**src/rtl/box_pkg.sv**
```systemverilog
// Shared types for the box compositor: per-box configuration record and default widths.
package box_pkg;

    localparam int BOX_COORD_W = 10;
    localparam int BOX_COLOR_W = 12;

    typedef struct packed {
        logic [BOX_COORD_W-1:0] x;
        logic [BOX_COORD_W-1:0] y;
        logic [BOX_COORD_W-1:0] w;
        logic [BOX_COORD_W-1:0] h;
        logic [BOX_COLOR_W-1:0] color;
        logic                   en;
    } box_cfg_t;

    localparam box_cfg_t BOX_CFG_RESET = '0;

endpackage

```
**src/rtl/box_hit_cell.sv**
```systemverilog
// One box's stage-1 hit test: registered inside-rectangle compare for the current pixel.
module box_hit_cell #(
    parameter int COORD_W = 10
) (
    input  logic               clk,
    input  logic               i_reset,
    input  logic [COORD_W-1:0] i_x_pix,
    input  logic [COORD_W-1:0] i_y_pix,
    input  logic               i_pix_valid,
    input  logic [COORD_W-1:0] i_box_x,
    input  logic [COORD_W-1:0] i_box_y,
    input  logic [COORD_W-1:0] i_box_w,
    input  logic [COORD_W-1:0] i_box_h,
    input  logic               i_box_en,
    output logic               o_hit
);

    logic [COORD_W:0] w_x_end;
    logic [COORD_W:0] w_y_end;
    logic             w_hit;
    logic             r_hit;

    // One extra bit keeps boxes hanging off the right/bottom edge from wrapping to 0.
    assign w_x_end = {1'b0, i_box_x} + {1'b0, i_box_w};
    assign w_y_end = {1'b0, i_box_y} + {1'b0, i_box_h};

    assign w_hit = i_box_en & i_pix_valid
                 & (i_x_pix >= i_box_x) & ({1'b0, i_x_pix} < w_x_end)
                 & (i_y_pix >= i_box_y) & ({1'b0, i_y_pix} < w_y_end);

    always_ff @(posedge clk) begin
        if (i_reset) r_hit <= 1'b0;
        else         r_hit <= w_hit;
    end

    assign o_hit = r_hit;

endmodule

```
**src/rtl/box_compositor.sv**
```systemverilog
// N-layer box renderer with double-buffered config and a fixed 2-cycle pixel pipeline.
// Define BOX_COLLISION_EN to build the per-frame box-overlap collision reporter.
module box_compositor
    import box_pkg::*;
#(
    parameter int NUM_BOXES = 4,
    parameter int COORD_W   = BOX_COORD_W,
    parameter int COLOR_W   = BOX_COLOR_W,
    parameter int IDX_W     = (NUM_BOXES > 1) ? $clog2(NUM_BOXES) : 1
) (
    input  logic                 pixel_clk,
    input  logic                 reset,
    input  logic [COORD_W-1:0]   X_pix,
    input  logic [COORD_W-1:0]   Y_pix,
    input  logic                 pix_valid,
    input  logic                 frame_start,
    input  logic [COLOR_W-1:0]   bg_color,
    input  logic                 cfg_valid,
    output logic                 cfg_ready,
    input  logic [IDX_W-1:0]     cfg_idx,
    input  logic [COORD_W-1:0]   cfg_x,
    input  logic [COORD_W-1:0]   cfg_y,
    input  logic [COORD_W-1:0]   cfg_w,
    input  logic [COORD_W-1:0]   cfg_h,
    input  logic [COLOR_W-1:0]   cfg_color,
    input  logic                 cfg_en,
    output logic [COLOR_W-1:0]   pixel_color,
    output logic [NUM_BOXES-1:0] hit_mask,
    output logic [NUM_BOXES-1:0] collision_mask,
    output logic                 collision_valid
);

    box_cfg_t               r_shadow [NUM_BOXES];
    box_cfg_t               r_active [NUM_BOXES];
    logic                   w_cfg_wr;
    logic [NUM_BOXES-1:0]   w_hit;
    logic [NUM_BOXES-1:0]   r_hit_s1;
    logic                   r_valid_s1;
    logic [COLOR_W-1:0]     r_bg_s1;
    logic [COLOR_W-1:0]     w_color;
    logic [COLOR_W-1:0]     r_pixel_color;
    logic [NUM_BOXES-1:0]   r_hit_mask;

    // Refusing writes on the frame_start cycle keeps the shadow-to-active copy atomic.
    assign cfg_ready = ~reset & ~frame_start;
    assign w_cfg_wr  = cfg_valid & cfg_ready & (int'(cfg_idx) < NUM_BOXES);

    always_ff @(posedge pixel_clk) begin
        if (reset) begin
            for (int i = 0; i < NUM_BOXES; i++) begin
                r_shadow[i] <= BOX_CFG_RESET;
                r_active[i] <= BOX_CFG_RESET;
            end
        end else begin
            if (w_cfg_wr) begin
                r_shadow[cfg_idx] <= '{x: cfg_x, y: cfg_y, w: cfg_w, h: cfg_h,
                                       color: cfg_color, en: cfg_en};
            end
            if (frame_start) r_active <= r_shadow;
        end
    end

    for (genvar g = 0; g < NUM_BOXES; g++) begin : g_cell
        box_hit_cell #(.COORD_W(COORD_W)) u_cell (
            .clk         (pixel_clk),
            .i_reset     (reset),
            .i_x_pix     (X_pix),
            .i_y_pix     (Y_pix),
            .i_pix_valid (pix_valid),
            .i_box_x     (r_active[g].x),
            .i_box_y     (r_active[g].y),
            .i_box_w     (r_active[g].w),
            .i_box_h     (r_active[g].h),
            .i_box_en    (r_active[g].en),
            .o_hit       (w_hit[g])
        );
    end

    assign r_hit_s1 = w_hit;

    always_ff @(posedge pixel_clk) begin
        if (reset) begin
            r_valid_s1 <= 1'b0;
            r_bg_s1    <= '0;
        end else begin
            r_valid_s1 <= pix_valid;
            r_bg_s1    <= bg_color;
        end
    end

    always_comb begin
        w_color = r_bg_s1;
        for (int i = NUM_BOXES - 1; i >= 0; i--) begin
            if (r_hit_s1[i]) w_color = r_active[i].color;
        end
    end

    always_ff @(posedge pixel_clk) begin
        if (reset) begin
            r_pixel_color <= '0;
            r_hit_mask    <= '0;
        end else begin
            r_pixel_color <= r_valid_s1 ? w_color : '0;
            r_hit_mask    <= r_hit_s1;
        end
    end

    assign pixel_color = r_pixel_color;
    assign hit_mask    = r_hit_mask;

`ifdef BOX_COLLISION_EN
    logic [NUM_BOXES-1:0] w_contrib;
    logic [NUM_BOXES-1:0] r_accum;
    logic [NUM_BOXES-1:0] r_collision_mask;
    logic                 r_collision_valid;

    // Clearing the lowest set bit leaves something only when two or more boxes hit.
    assign w_contrib = ((r_hit_s1 & (r_hit_s1 - NUM_BOXES'(1))) != '0) ? r_hit_s1 : '0;

    always_ff @(posedge pixel_clk) begin
        if (reset) begin
            r_accum           <= '0;
            r_collision_mask  <= '0;
            r_collision_valid <= 1'b0;
        end else begin
            r_collision_valid <= frame_start;
            if (frame_start) begin
                r_collision_mask <= r_accum | w_contrib;
                r_accum          <= '0;
            end else begin
                r_accum <= r_accum | w_contrib;
            end
        end
    end

    assign collision_mask  = r_collision_mask;
    assign collision_valid = r_collision_valid;
`else
    assign collision_mask  = '0;
    assign collision_valid = 1'b0;
`endif

endmodule

```
**config.mk**
```make
export PLATFORM = sky130hd
export DESIGN_NAME = box_compositor
export DESIGN_NICKNAME = d
export VERILOG_FILES = /design/src/rtl/box_pkg.sv /design/src/rtl/box_hit_cell.sv /design/src/rtl/box_compositor.sv
export SDC_FILE = /design/constraint.sdc
export NUM_CORES = 1
export LEC_CHECK = 0
export CORE_MARGIN = 3
export CORE_UTILIZATION = 60
export DETAILED_ROUTE_END_ITERATION = 8
export PLACE_DENSITY = 0.76
export SYNTH_ARGS = -nofsm -noshare
export SYNTH_HDL_FRONTEND = slang
export SYNTH_HIERARCHICAL = 1
export SYNTH_SLANG_ARGS = --single-unit
```
**constraint.sdc**
```tcl
create_clock -name pixel_clk -period 9.3 [get_ports pixel_clk]
set_input_delay 1.86 -clock pixel_clk [delete_from_list [all_inputs] [get_ports pixel_clk]]
set_output_delay 1.86 -clock pixel_clk [all_outputs]
set_load 0.03 [all_outputs]
```
==> results of run 1 <==
routing by layer:
metal,track usage [%],up-vias,share of wire [%]
met3,5.39,137,5.5
li1,-,9293,-
met1,37.1,9327,42
met2,51.8,532,48
met5,0,-,0
met4,12.2,0,4.1
cells by family after synthesis:
logic type / after synthesis / share of synthesized area, %
buffers and inverters: 289 / 5.09
AOI/OAI and AO/OA: 700 / 17.4
other: 1 / 0.0161
DFF: 457 / 39.3
xor gates and xnor gates: 60 / 2.26
adders and majority gates: 240 / 13.2
and+or+nand+nor: 653 / 13.1
muxes: 224 / 9.64
path summary, 6_finish.rpt:
kind | start | cells past startpoint | slack (ns) | endpoint
worst max-delay path | frame_start | 3 | 4.22 | cfg_ready
worst min-delay path | r_shadow[196]$_SDFFE_PP0P_ | 2 | 0.47 | r_shadow[196]$_SDFFE_PP0P_
worst max register to register | r_active[43]$_SDFFE_PP0P_ | 11 | 5.80 | g_cell[3].u_cell/o_hit$_SDFF_PP0_
worst min register to register | r_shadow[196]$_SDFFE_PP0P_ | 2 | 0.47 | r_shadow[196]$_SDFFE_PP0P_
placed cells by master, fill, tap and decap left out, types with 34 or more instances in the layout:
cell type,count
nand2_1,40
nand3_1,228
clkdlybuf4s50_1,105
dfxtp_1,457
clkbuf_16,48
mux2i_1,224
a21oi_1,274
inv_1,109
nor2b_1,37
o21ai_1,44
xor2_1,34
o21ai_0,226
nor2_1,273
ha_1,232
cell type report:
cell class | instances | area (sq um)
multi-input combinational | 1882 | 13000
fill | 3018 | 12000
sequential | 457 | 9150
clock buffer | 70 | 1390
timing repair buffer | 127 | 1250
tap | 511 | 639
inverter | 110 | 418
clock inverter | 13 | 155
antenna | 1 | 2.50
cell usage after synthesis (all sizes together), types with 2 or more instances:
cell	count
a21oi	278
or2b	2
xor2	34
a21o	2
o211ai	6
nand2	40
or3	4
ha	232
nor4bb	3
nand2b	30
and4	2
a31o	10
o21a	22
xnor2	26
or2	4
o21bai	16
o2111ai	4
clkbuf	126
o221ai	4
o31ai	8
nor2	273
a2111oi	14
buf	53
dfxtp	457
inv	110
nor3	19
o311ai	16
fa	8
o41ai	4
o211a	4
mux2i	224
nand4	8
o22ai	4
a21boi	4
nor2b	37
o21ai	272
nand3	228
a211oi	20
a221oi	12
sequential cells by signal (all words and copies together), names as in the netlist:
register and cells:
r_bg_s1 12, r_shadow 212, r_valid_s1 1, hit_mask 4
r_active 212, pixel_color 12, g_cell.u_cell/o_hit 4
worst min-delay path, stage by stage, from the launching register on:
cell     delay (ns)
dfxtp_1        0.30
o21ai_0        0.06
a21oi_1        0.06
power by group through the flow:
stage / clock [uW] / combinational, uW / sequential (uW)
2_1_floorplan: 0 / 205 / 2030
3_3_place_gp: 0 / 334 / 2030
3_5_place_dp: 0 / 342 / 2030
4_1_cts: 1930 / 345 / 1990
5_1_grt: 2010 / 378 / 1990
6_report: 1900 / 348 / 1990
stage by stage:
step | total power (uW) | setup slack, ns | area, sq um
floorplan | 2230 | 4.55 | 23300
global route | 4370 | 4.15 | 26000
CTS | 4260 | 4.20 | 26000
finish | 4240 | 4.22 | 26000
global placement | 2360 | 4.20 | 24400
detailed placement | 2370 | 4.20 | 24400
==> flow_summary_export.csv, run 1 <==
group,metric,value,unit
layout,drive_gt1_share,4.48,%
sta,fin_tns_setup,0,ns
pwr,clkPwrFrac,44.9,%
cts,cts_setup_buffers,0,
logic_synthesis,synth.cell_area,23300,sq um
cts,cts_resized,0,
job,drv_cap,0,
cts,cts_buffer_depth,3,
routing,avgViaCountPerCell,6.08,
sta,period_minus_slack,5.08,ns
logic_synthesis,synth_flop_cell,"dfxtp_1",
sta,hold_slack,0.473,ns
logic_synthesis,synthArstFlopShare,0,%
logic_synthesis,synth_cell_types,54,
routing,drt-initial-drc-count,1537,
critical_path,critical_path_class,"in -> out",
place,portBuffers,108,
pwr,comb_power_share,8.2,%
global_route,track_usage,30.0,%
place,gp_congestion,0.842,
pwr,seq_power_share,46.9,%
cts,cts_buffers,47,
die,io_pins,114,
die,die_h,203,um
pwr,cellPowerDensity,163,nW/um^2
cts,cts_tree,"built",
layout,syn2layout_area_growth,11.7,%
cts,cts-root-buf,"clkbuf_16",
pwr,p_switching,1020,uW
global_route,grt_pass1_vias,19130,
sta,drv_slew,0,
layout,finalNonFillerCells,3171,
outcome,status,"complete, no violations",
critical_path,worstSetupEndpointType,"primary output",
sta,relSlewSlack,19.6,%
routing,wirelength,63.1,mm
cts,worstSkewPairLatency,0.59,ns
cts,h-tree-depth,2,
layout,finalNetCount,2957,
die,die_w,203,um
logic_synthesis,synth_top_area_cell,"dfxtp_1",
die,start_util,61.3,%
layout,postLayoutCoreUtil,68.5,%
logic_synthesis,avgSynthCellArea,8.86,sq um
pwr,intPower,3220,uW
sta,grt_setup_unrepaired,"no",
sta,fin_crit_sh,54.6,%
critical_path,crit_path_cell_trace,"buf_8, nor2_1, clkdlybuf4s50_1",
logic_synthesis,synth_cells,2624,
critical_path,max_stage_delay,0.62,ns
critical_path,cp.arrival,3.22,ns
critical_path,cpMaxStageDelayCell,"buf_8",
pwr,peakVddDrop,0.000131,V
routing,first_pass_iters,5,
critical_path,crit_family,"buffers and inverters",
cts,clk_pin_slew_worst_paths,0.06,ns
routing,drtAntennaViolNets,0,
sta,worst_clock_skew,0.0210,ns
global_route,antenna_found_initial,1,
cts,clock_sinks,457,
routing,routedWlPerCell,19.9,um
logic_synthesis,synth-edff-count,0,
sta,fmax,197,MHz
worst_hold_path,hp-class,"reg -> reg",
die,dieArea,41200,sq um
critical_path,cp_max_fo,80,
place,dp.cells,3087,
routing,drcViolationCount,0,
die,core,37900,sq um
logic_synthesis,synth_top_area_share,39.3,%
pwr,switching_share,24.1,%
logic_synthesis,synth_seq_cells,457,
critical_path,critPathLaunchType,"primary input",
place,dpl.hpwl,40.8,mm
sta,tightest_slew,1.21,ns
critical_path,worstPathBufferInverterCount,2,
logic_synthesis,synth_seq_area_share,39.3,%
global_route,grt_pass1_wl,101,mm
global_route,overflow,0,
logic_synthesis,ys_warn_count,6,
die,core.rowCount,71,
logic_synthesis,synth_area_leaders,"dfxtp_1 (39%), ha_1 (12%), mux2i_1 (9.6%), a21oi_1 (5.9%), nand3_1 (4.9%)",
global_route,grt_max_degree,232,
cts,ctsHoldBuffers,0,
pwr,leakage,0.0100,uW
critical_path,required,7.44,ns
sta,hold_violations,0,
routing,vias,19289,
sta,finalSetupViolCount,0,
No activity file was read; power rests on OpenSTA's default activity.
==> inputs of run 2 (changes only) <==
--- a/config.mk
+++ b/config.mk
@@ -6,9 +6,9 @@
 export NUM_CORES = 1
 export LEC_CHECK = 0
 export CORE_MARGIN = 3
-export CORE_UTILIZATION = 60
+export CORE_UTILIZATION = 55
 export DETAILED_ROUTE_END_ITERATION = 8
-export PLACE_DENSITY = 0.76
+export PLACE_DENSITY = 0.74
 export SYNTH_ARGS = -nofsm -noshare
 export SYNTH_HDL_FRONTEND = slang
 export SYNTH_HIERARCHICAL = 1
==> constraint.sdc (replaced) <==
create_clock -name pixel_clk -period 4.1 [get_ports pixel_clk]
set_input_delay 0.82 -clock pixel_clk [delete_from_list [all_inputs] [get_ports pixel_clk]]
set_output_delay 0.82 -clock pixel_clk [all_outputs]
set_load 0.03 [all_outputs]
==> run 2 against run 1 <==
  * Clock skew is 0.011 ns higher
  * Worst setup slack worse by 3.7 ns
  * Clock power is 120% higher
  * Core utilization is 5.2 points lower
  * Sequential power is 130% higher
  * First-iteration DRC count is 0.46% higher
  * Non-clock buffer count is 7 higher
  * Via count is 0.45% lower
  * Largest power group unchanged
  * Cell count is 0.88% higher
==> flow_summary_export.csv, run 2 (synthesis gave the netlist of run 1 again) <==
group,metric,value,unit
cts,clock_sinks,457,
cts,worstSkewPairLatency,0.59,ns
layout,syn2layout_area_growth,12.3,%
critical_path,cp_max_fo,3,
place,dpl.hpwl,40.5,mm
global_route,track_usage,26.8,%
global_route,grt_max_degree,213,
critical_path,cpMaxStageDelayCell,"o221ai_1",
pwr,p_switching,2320,uW
global_route,antenna_found_initial,0,
sta,worst_clock_skew,0.0316,ns
critical_path,worstSetupEndpointType,"flop",
pwr,intPower,7230,uW
sta,period_minus_slack,3.56,ns
die,die_h,212,um
pwr,seq_power_share,47.3,%
critical_path,critical_path_class,"reg -> reg",
cts,cts_buffer_depth,3,
cts,h-tree-depth,2,
layout,largestRegisters,"r_active (212), r_shadow (212)",
sta,hold_violations,0,
die,io_pins,114,
sta,fmax,281,MHz
die,start_util,56.3,%
critical_path,max_stage_delay,0.53,ns
critical_path,critPathLaunchType,"flop",
global_route,grt_pass1_vias,18662,
layout,final_common_cell,"dfxtp_1",
sta,tightest_slew,0.991,ns
place,portBuffers,108,
cts,ctsHoldBuffers,0,
pwr,peakVddDrop,0.000289,V
global_route,overflow,0,
layout,drive_gt1_share,4.80,%
critical_path,cp.arrival,4.10,ns
routing,first_pass_iters,6,
place,gp_congestion,0.892,
routing,avgViaCountPerCell,6.00,
sta,fin_tns_setup,0,ns
cts,cts_tree,"built",
die,core,41300,sq um
die,dieArea,44800,sq um
sta,drv_slew,0,
critical_path,path_common_cell,"ha_1",
routing,wirelength,61.2,mm
pwr,cellPowerDensity,366,nW/um^2
routing,drtAntennaViolNets,0,
sta,fin_crit_sh,86.9,%
cts,cts-root-buf,"clkbuf_16",
pwr,switching_share,24.3,%
routing,vias,19203,
die,core.rowCount,74,
critical_path,reg2reg_slack,0.54,ns
critical_path,required,4.63,ns
cts,clk_pin_slew_worst_paths,0.06,ns
routing,routedWlPerCell,19.1,um
sta,relSlewSlack,34.0,%
outcome,status,"complete, no violations",
die,die_w,212,um
pwr,clkPwrFrac,44.5,%
critical_path,crit_path_cell_trace,"ha_1, fa_1, a21oi_1, o211ai_1, o41ai_2, xor2_1, ha_1, a2111oi_0, nand2_1, o221ai_1, and4_1",
worst_hold_path,hp-class,"reg -> reg",
cts,cts_resized,0,
global_route,grt_pass1_wl,97.6,mm
sta,finalSetupViolCount,0,
pwr,leakage,0.0101,uW
pwr,comb_power_share,8.2,%
sta,grt_setup_unrepaired,"no",
job,drv_cap,0,
cts,cts_buffers,47,
layout,finalNetCount,2964,
layout,final_cell_mix,"dfxtp_1 (457), a21oi_1 (274), nor2_1 (273)",
cts,cts_setup_buffers,0,
routing,drcViolationCount,0,
routing,drt-initial-drc-count,1544,
sta,hold_slack,0.472,ns
layout,postLayoutCoreUtil,63.2,%
[run 2: path summary, 6_finish.rpt]
check | startpoint | end | cells past startpoint
max | r_active[96]$_SDFFE_PP0P_ | g_cell[2].u_cell/o_hit$_SDFF_PP0_ | 11
min | r_shadow[21]$_SDFFE_PP0P_ | r_shadow[21]$_SDFFE_PP0P_ | 2
max reg2reg | r_active[96]$_SDFFE_PP0P_ | g_cell[2].u_cell/o_hit$_SDFF_PP0_ | 11
min reg2reg | r_shadow[21]$_SDFFE_PP0P_ | r_shadow[21]$_SDFFE_PP0P_ | 2
[run 2: final cells by class]
class	instances	area (sq um)
clock inverter	13	119
multi-input combinational	1882	13000
inverter	110	418
clock buffer	70	1410
timing repair buffer	134	1380
antenna	1	2.50
fill	3426	15200
tap	532	666
sequential	457	9150
[run 2: through the flow]
| stage | total power (uW) | setup WS [ns] | cell area [sq um] | std cells |
|---|---|---|---|---|
| after floorplan | 5070 | 1.18 | 23300 | 2628 |
| after global placement | 5370 | 0.776 | 24600 | 3115 |
| after detailed placement | 5380 | 0.678 | 24600 | 3115 |
| after CTS | 9600 | 0.662 | 26100 | 3198 |
| after global routing | 9870 | 0.339 | 26100 | 3198 |
| final | 9550 | 0.537 | 26100 | 3199 |
[run 2: worst max-delay path: cells and delay by family, from the launching register on]
| kind | cells | cell delay [ns] |
|---|---|---|
| AOI/OAI and AO/OA | 5 | 1.73 |
| adders and majority gates | 3 | 0.90 |
| and+or+nand+nor | 2 | 0.39 |
| DFF | 1 | 0.33 |
| xor gates and xnor gates | 1 | 0.19 |
[run 2: per-layer routing]
layer	vias up	wire length, um	GRT usage [%]
met3	126	2980	3.47
li1	9321	-	-
met4	0	2310	11.4
met1	9223	25900	34.0
met5	-	0	0
met2	533	30000	46.3
[run 2: power groups by stage]
stage	logic, uW	clock network [uW]	registers, uW
after detailed placement	774	0	4610
final	786	4250	4510
after global placement	760	0	4610
after global routing	857	4500	4510
after floorplan	464	0	4600
after CTS	781	4310	4510
==> inputs of run 3 (changes only) <==
--- a/config.mk
+++ b/config.mk
@@ -9,6 +9,8 @@
 export CORE_UTILIZATION = 55
 export DETAILED_ROUTE_END_ITERATION = 8
 export PLACE_DENSITY = 0.74
+export REMOVE_ABC_BUFFERS = 1
+export SLEW_MARGIN = 10
 export SYNTH_ARGS = -nofsm -noshare
 export SYNTH_HDL_FRONTEND = slang
 export SYNTH_HIERARCHICAL = 1
==> run 3 against run 2 <==
  * Worst hold slack worse by 0.025 ns
  * Clock-buffer cell count increased by 1
  * Clock power is 2% higher
  * Power grew 1.0%
  * Design area about the same
  * Largest power group unchanged
==> flow_summary_export.csv, run 3 (synthesis gave the netlist of run 1 again) <==
group,metric,value,unit
sta,fin_tns_setup,0,ns
die,die_w,212,um
place,gp_congestion,0.927,
global_route,track_usage,27.2,%
critical_path,max_stage_delay,0.46,ns
cts,cts_buffers,49,
cts,ctsHoldBuffers,0,
die,start_util,56.3,%
sta,drv_slew,0,
critical_path,cp.arrival,4.00,ns
critical_path,critPathLaunchType,"flop",
global_route,grt_pass1_vias,19309,
critical_path,required,4.58,ns
sta,worst_clock_skew,0.0467,ns
pwr,p_total,9640,uW
sta,grt_setup_unrepaired,"no",
cts,cts_tree,"built",
layout,syn2layout_area_growth,12.3,%
die,io_pins,114,
global_route,grt_max_degree,154,
critical_path,reg2reg_slack,0.58,ns
sta,hold_slack,0.447,ns
worst_hold_path,min_from,"r_shadow[22]$_SDFFE_PP0P_",
critical_path,worstRegToRegCells,11,
sta,finalSetupViolCount,0,
routing,first_pass_iters,5,
routing,avgViaCountPerCell,6.09,
sta,fin_crit_sh,85.8,%
routing,routedWlPerCell,19.4,um
outcome,status,"complete, no violations",
critical_path,crit_family,"compound AO/OA/AOI/OAI gates",
critical_path,path_common_cell,"ha_1",
routing,vias,19468,
sta,hold_violations,0,
die,core.rowCount,74,
layout,largestRegisters,"r_active (212), r_shadow (212)",
cts,cts_resized,0,
critical_path,worstPathBufferInverterCount,0,
worst_hold_path,hp-class,"reg -> reg",
routing,wirelength,61.9,mm
critical_path,cpMaxStageDelayCell,"o41ai_1",
worst_hold_path,min_to,"r_active[22]$_SDFFE_PP0P_",
place,dpl.hpwl,40.6,mm
sta,period_minus_slack,3.52,ns
critical_path,r2r-end,"g_cell[0].u_cell/o_hit$_SDFF_PP0_",
layout,postLayoutCoreUtil,63.3,%
cts,clock_sinks,457,
critical_path,cp_max_fo,3,
layout,final_cell_mix,"dfxtp_1 (457), a21oi_1 (274), nor2_1 (272)",
critical_path,reg2reg_from,"r_active[202]$_SDFFE_PP0P_",
sta,fmax,284,MHz
global_route,overflow,0,
routing,drt-initial-drc-count,1584,
die,die_h,212,um
sta,relSlewSlack,23.5,%
die,dieArea,44800,sq um
place,portBuffers,108,
routing,drcViolationCount,0,
layout,drive_gt1_share,4.69,%
cts,cts_setup_buffers,0,
pwr,cellPowerDensity,369,nW/um^2
global_route,antenna_found_initial,2,
routing,drtAntennaViolNets,0,
cts,h-tree-depth,2,
critical_path,crit_path_cell_trace,"ha_1, fa_1, a21oi_1, o211ai_1, o41ai_1, xor2_1, ha_1, a2111oi_0, nand2_1, o221ai_1, nor4bb_1",
global_route,grt_pass1_wl,99.2,mm
die,core,41300,sq um
pwr,leakage,0.0100,uW
cts,clk_pin_slew_worst_paths,0.06,ns
cts,worstSkewPairLatency,0.62,ns
pwr,peakVddDrop,0.000306,V
critical_path,critical_path_class,"reg -> reg",
job,drv_cap,0,
cts,cts-root-buf,"clkbuf_16",
sta,tightest_slew,1.15,ns
cts,cts_buffer_depth,3,
layout,finalNetCount,2959,
critical_path,worstSetupEndpointType,"flop",
worst_hold_path,whs_path_depth,2,
layout,final_common_cell,"dfxtp_1",
-- run 3: cell types whose count changed in the layout (fill, tap and decap cells not counted), sizes merged --
cell      previous run  this run
buf                 29        22
clkinvlp             1         5
clkinv               9        11
clkbuf              70        71
diode                1         2
inv                112       111
-- run 3: layer usage --
metal	wire [um]	vias to the layer above	part of all wire (%)	GRT usage, %
li1	-	9312	-	-
met3	3220	123	5.2	3.30
met2	30200	553	49	46.8
met4	1920	0	3.1	10.0
met1	26600	9480	43	35.2
met5	0	-	0	0
-- run 3: report_power, final --
| group | switching [uW] | internal (uW) | total, uW |
|---|---|---|---|
| sequential | 27.2 | 4490 | 4510 |
| clock | 1880 | 2470 | 4350 |
| combinational | 482 | 290 | 773 |
-- run 3: area by class of cell --
| class | count | area [sq um] |
|---|---|---|
| Inverter | 110 | 418 |
| Clock inverter | 18 | 193 |
| Tap cell | 532 | 666 |
| Sequential cell | 457 | 9150 |
| Timing Repair Buffer | 127 | 1310 |
| Multi-Input combinational cell | 1882 | 13000 |
| Clock buffer | 71 | 1410 |
| Antenna cell | 2 | 5.00 |
| Fill cell | 3401 | 15200 |
-- run 3: worst max-delay path by stage --
stage,start,cells after the start,endpoint
6_report,r_active[202]$_SDFFE_PP0P_,11,g_cell[0].u_cell/o_hit$_SDFF_PP0_
4_1_cts,r_active[96]$_SDFFE_PP0P_,11,g_cell[2].u_cell/o_hit$_SDFF_PP0_
3_3_place_gp,X_pix[2],7,g_cell[2].u_cell/o_hit$_SDFF_PP0_
3_5_place_dp,X_pix[2],7,g_cell[2].u_cell/o_hit$_SDFF_PP0_
2_1_floorplan,reset,3,r_shadow[0]$_SDFFE_PP0P_
5_1_grt,r_active[202]$_SDFFE_PP0P_,11,g_cell[0].u_cell/o_hit$_SDFF_PP0_
-- run 3: stage by stage --
stage,instance area [sq um],cells,setup WS [ns]
2_1_floorplan,22500,2449,-4.76
3_3_place_gp,24500,3108,0.530
3_5_place_dp,24500,3108,0.532
4_1_cts,26100,3197,0.594
5_1_grt,26100,3199,0.329
6_report,26100,3199,0.584
-- run 3: worst reg2reg max path: cells and delay by family (launching register included) --
family / cells / cell delay (ns)
adders and majority gates: 3 / 0.89
and+or+nand+nor: 2 / 0.41
DFF: 1 / 0.33
AOI/OAI and AO/OA: 5 / 1.56
xor gates and xnor gates: 1 / 0.19
